`config.mk`:
```
export PLATFORM = sky130hd
export DESIGN_NAME = servo_pwm_bank
export DESIGN_NICKNAME = d
export VERILOG_FILES = /design/src/rtl/servo_pwm_bank.sv
export SDC_FILE = /design/constraint.sdc
export NUM_CORES = 1
export LEC_CHECK = 0
export BUFFER_PORTS_ARGS = -buffer_cell sky130_fd_sc_hd__buf_2
export CAP_MARGIN = 20
export CORE_ASPECT_RATIO = 1.4
export CORE_MARGIN = 2
export CORE_UTILIZATION = 37
export CTS_CLUSTER_SIZE = 24
export DETAILED_ROUTE_END_ITERATION = 10
export GPL_TIMING_DRIVEN = 0
export PLACE_DENSITY = 0.49
export SLEW_MARGIN = 10
export SYNTH_ARGS = -nofsm -noshare
export SYNTH_HDL_FRONTEND = slang
export SYNTH_SLANG_ARGS = --single-unit
```
`constraint.sdc`:
```
create_clock -name clk -period 18 [get_ports clk]
set_input_delay 1.8 -clock clk [delete_from_list [all_inputs] [get_ports clk]]
set_output_delay 1.8 -clock clk [all_outputs]
set_load 0.1 [all_outputs]
```
`src/rtl/servo_pwm_bank.sv`:
```
// Multi-channel servo PWM bank: one shared frame counter, per-channel duty
// targets committed (optionally slew-limited) only at the frame boundary.
module servo_pwm_bank #(
    parameter int NUM_CH   = 4,
    parameter int PERIOD   = 2000000,
    parameter int BASE     = 50000,
    parameter int STEP     = 2000,
    parameter int DUTY_W   = 7,
    parameter int DUTY_MAX = 99,
    parameter int SLEW     = 0,
    localparam int CH_W    = (NUM_CH > 1) ? $clog2(NUM_CH) : 1,
    localparam int CNT_W   = (PERIOD > 1) ? $clog2(PERIOD) : 1
) (
    input  logic              clk,
    input  logic              reset,
    input  logic              wr_valid_i,
    output logic              wr_ready_o,
    input  logic [CH_W-1:0]   wr_ch_i,
    input  logic [DUTY_W-1:0] wr_duty_i,
    input  logic [NUM_CH-1:0] ch_en_i,
    output logic [NUM_CH-1:0] pwm_o,
    output logic              frame_start_o,
    output logic [NUM_CH-1:0] settled_o
);

    if (NUM_CH < 1 || NUM_CH > 16) begin : g_bad_num_ch
        $error("servo_pwm_bank: NUM_CH must be in 1..16");
    end
    if (BASE + DUTY_MAX * STEP >= PERIOD) begin : g_bad_limit
        $error("servo_pwm_bank: BASE + DUTY_MAX*STEP must be below PERIOD");
    end

    logic [CNT_W-1:0]  cnt_q, cnt_d;
    logic [DUTY_W-1:0] target_q [NUM_CH];
    logic [DUTY_W-1:0] target_d [NUM_CH];
    logic [DUTY_W-1:0] active_q [NUM_CH];
    logic [DUTY_W-1:0] active_d [NUM_CH];
    logic [DUTY_W-1:0] diff_s   [NUM_CH];
    logic [CNT_W-1:0]  limit_q  [NUM_CH];
    logic [CNT_W-1:0]  limit_d  [NUM_CH];
    logic [NUM_CH-1:0] en_q, en_d, pwm_q, pwm_d;
    logic              frame_start_q;
    logic              boundary_s, wr_fire_s;
    logic [DUTY_W-1:0] wr_clamped_s;

    assign boundary_s   = (cnt_q == CNT_W'(PERIOD - 1));
    // The boundary cycle is reserved for committing targets, so writes stall there.
    assign wr_ready_o   = ~reset & ~boundary_s;
    assign wr_fire_s    = wr_valid_i & wr_ready_o;
    assign wr_clamped_s = (int'(wr_duty_i) > DUTY_MAX) ? DUTY_W'(DUTY_MAX) : wr_duty_i;

    // Next-state: frame counter, targets, boundary commit and pwm compare.
    always_comb begin
        cnt_d = boundary_s ? {CNT_W{1'b0}} : cnt_q + CNT_W'(1);
        en_d  = boundary_s ? ch_en_i : en_q;
        for (int i = 0; i < NUM_CH; i++) begin
            if (wr_fire_s && (int'(wr_ch_i) == i)) begin
                target_d[i] = wr_clamped_s;
            end else begin
                target_d[i] = target_q[i];
            end

            if (target_q[i] >= active_q[i]) begin
                diff_s[i] = target_q[i] - active_q[i];
            end else begin
                diff_s[i] = active_q[i] - target_q[i];
            end

            if (!boundary_s) begin
                active_d[i] = active_q[i];
            end else if (SLEW == 0 || int'(diff_s[i]) <= SLEW) begin
                active_d[i] = target_q[i];
            end else if (target_q[i] > active_q[i]) begin
                active_d[i] = active_q[i] + DUTY_W'(SLEW);
            end else begin
                active_d[i] = active_q[i] - DUTY_W'(SLEW);
            end

            // Parameter check guarantees the limit is below PERIOD, so it fits CNT_W.
            limit_d[i] = boundary_s ? CNT_W'(BASE + int'(active_d[i]) * STEP) : limit_q[i];
            pwm_d[i]   = en_q[i] & (cnt_q < limit_q[i]);
        end
    end

    // State registers; reset drops pwm immediately and restarts the frame.
    always_ff @(posedge clk or posedge reset) begin
        if (reset) begin
            cnt_q         <= {CNT_W{1'b0}};
            en_q          <= {NUM_CH{1'b0}};
            pwm_q         <= {NUM_CH{1'b0}};
            frame_start_q <= 1'b0;
            for (int i = 0; i < NUM_CH; i++) begin
                target_q[i] <= {DUTY_W{1'b0}};
                active_q[i] <= {DUTY_W{1'b0}};
                limit_q[i]  <= CNT_W'(BASE);
            end
        end else begin
            cnt_q         <= cnt_d;
            en_q          <= en_d;
            pwm_q         <= pwm_d;
            frame_start_q <= boundary_s;
            for (int i = 0; i < NUM_CH; i++) begin
                target_q[i] <= target_d[i];
                active_q[i] <= active_d[i];
                limit_q[i]  <= limit_d[i];
            end
        end
    end

    // Per-channel settled flag straight from the committed/target registers.
    always_comb begin
        for (int i = 0; i < NUM_CH; i++) begin
            settled_o[i] = (active_q[i] == target_q[i]);
        end
    end

    assign pwm_o         = pwm_q;
    assign frame_start_o = frame_start_q;

endmodule

```
==> results.yml <==
status:
  status: "completed"
global_route:
  grt_use_met3_pct: 2.65
  grt.busiest_layer: "met2"
  grt_usage_pct: 19.3
  globalRouteMet2Util_pct: 36.3
  use_met1_pct: 22.1
  first_global_vias: 10100
  grt_remaining_overflow: 0
  grt_pass1_wl_um: 54000
  antenna_found_initial: 0
  grt_max_degree: 108
critical_path:
  reg2reg_depth: 23
  slowest_delay_ns: 0.94
  arrival_ns: 8.32
  reg2reg_from: "cnt_q[0]"
  cp-startpoint: "cnt_q[0]"
  end_kind: "register"
  critPathMaxFanout: 10
  cp_slowest_cell: "clkbuf_1"
  required_ns: 18.37
  cp-start-kind: "register"
  path_class: "reg2reg"
  crit_chain: "ha_1 -> and4bb_2 -> and4_4 -> nand2_2 -> clkbuf_1 -> clkbuf_1 -> nand2_1 -> nand2_1 -> inv_1 -> fa_1 -> inv_1 -> fa_1 -> inv_1 -> fa_1 -> fa_1 -> inv_1 -> ha_1 -> a31oi_1 -> a31oi_1 -> a2111oi_0 -> or3b_1 -> or4b_1 -> o21ai_1"
cells_and_area:
  antenna_cells: 0
  syn_to_final_growth_pct: 10.1
  fin_area_um2: 14500
  drive_gt1_share_pct: 9.79
  fin_cells: 1886
  finalNetCount: 1699
  layout_common_cells: "ha_1 (193), inv_1 (184), nand2_1 (158), dfrtp_1 (122), o21ai_0 (73)"
  postLayoutCoreUtil_pct: 41.3
  final_common_cell: "ha_1"
route:
  drt_iter0_markers: 375
  drtAntennaViolNets: 0
  drc_errors: 0
  routed_wl_um: 32900
  vias: 9489
  drt_pass1_iterations: 4
  via_per_inst: 5.03
  wl_per_cell_um: 17.5
timing:
  hold_violations: 0
  slew_headroom_pct: 21.2
  slew_violations: 0
  tns_ns: 0
  period_needed_ns: 7.95
  layout_setup_ws_ns: 10.05
  finalSetupViolCount: 0
  worst_hold_slack_ns: 0.477
  rsz0062_at_grt: "no"
  skew_ns: 0.0109
  period_share_pct: 44.2
  timing.fmax_mhz: 126
  tightest_slew_ns: 1.18
die:
  dieHeight_um: 227
  die_area_um2: 37000
  io_pins: 26
  fp-row-count: 81
  die_w_um: 163
  coreArea_um2: 35000
  start_util_pct: 37.5
clock_tree:
  insertion_delay_ns: 0.45
  holdBufCountCts: 0
  cts_setup_buffers: 0
  cts_tree: "done"
  clock_sinks: 146
  clk_pin_slew_ns: 0.07
  cts_buffers: 17
  htree_levels: 4
  cts_resized: 0
  root_buffer: "clkbuf_16"
  clockBufferDepth: 2
power:
  total_power_mw: 0.782
  p_per_area_nw_per_um2: 54.1
  ir_drop_uv: 42.3
  p_leak_nw: 7.41
run:
  drv_cap: 0
yosys:
  synth_cells: 1373
  avgSynthCellArea_um2: 9.56
  synth_edf_count: 0
  yosys_warnings: 0
  syn_area_um2: 13100
  postSynth.asyncResetShare_pct: 100
  ys_types: 85
  ys_ff_latch: 146
  synth-seq-area-share_pct: 28.1
  ys.flop_type: "dfrtp_1"
  syn-num-nets: 1654
place:
  gp_congestion: 0.776
  dp_hpwl_um: 25700
  placed_area_um2: 13900
  port_buffers: 25
  place_ws_ns: 10.03
  dpl.cell_count: 1855
min_path:
  min_path_cells: 2
  hp-start: "limit_q[78]"
  hp-class: "reg2reg"
-- worst max-delay path: cells and delay by family, from the launching register on --
kind,cells,cell delay (ns)
AOI/OAI and AO/OA,4,0.99
adders and majority gates,6,2.68
buffers and inverters,6,1.89
DFF,1,0.45
and+or+nand+nor,7,1.85
-- Yosys cell counts (all sizes together) (14+ instances only) --
cell type	number	area share, %
xnor2	64	4.3
clkbuf	18	0.51
mux2	22	1.9
nand3	22	0.84
a21oi	45	1.8
fa	72	11
nand2	159	4.6
mux2i	14	1.1
o21ai	80	3.1
a21o	31	1.8
nor3	18	0.77
nor2	61	1.8
dfrtp	122	23
ha	193	18
dfstp	24	4.8
inv	186	5.3
xor2	58	3.9
nand4	14	0.67
-- power by group --
group	switching, mW	total [mW]	internal (mW)
registers	0.0217	0.364	0.342
logic	0.0276	0.0497	0.0222
clock network	0.153	0.368	0.216
total	0.202	0.782	0.580
-- cells by family (layout without fill, tap and decap cells) --
kind of cell | count (synthesis) | after routing | synth area share (%)
flops | 146 | 146 | 28.1
mux | 36 | 36 | 2.98
buf+inv | 208 | 265 | 6.00
simple gates | 363 | 363 | 13.7
fa+ha+maj | 265 | 265 | 29.4
xor+xnor | 122 | 122 | 8.20
compound gates | 233 | 233 | 11.7
-- metal layers --
layer	vias to the layer above	wire length [µm]
met4	0	788
li1	4722	-
met1	4649	13900
met2	82	17600
met3	36	592
met5	-	0
-- flip-flops by register name (all words and copies together) (netlist names) --
signal / cells
limit_q: 60
active_q: 28
target_q: 28
cnt_q: 21
en_q: 4
pwm_o: 4
frame_start_o: 1
-- final timing paths --
check                              end  slack [ns]
max in group asynchronous      en_q[0]       15.77
hold / removal             limit_q[78]        0.48
setup / recovery           limit_q[39]       10.05
setup reg to reg           limit_q[39]       10.05
min in group asynchronous  target_q[5]        1.36
hold reg to reg            limit_q[78]        0.48
-- final cells by class --
type	count	area, µm²
buffer	22	88.8
fill	3522	20500
multi-input combinational	1019	8650
tap	456	571
inverter	186	706
clock buffer	21	470
clock inverter	10	124
timing repair buffer	26	153
sequential	146	3680
(Power assumes the default switching activity.)
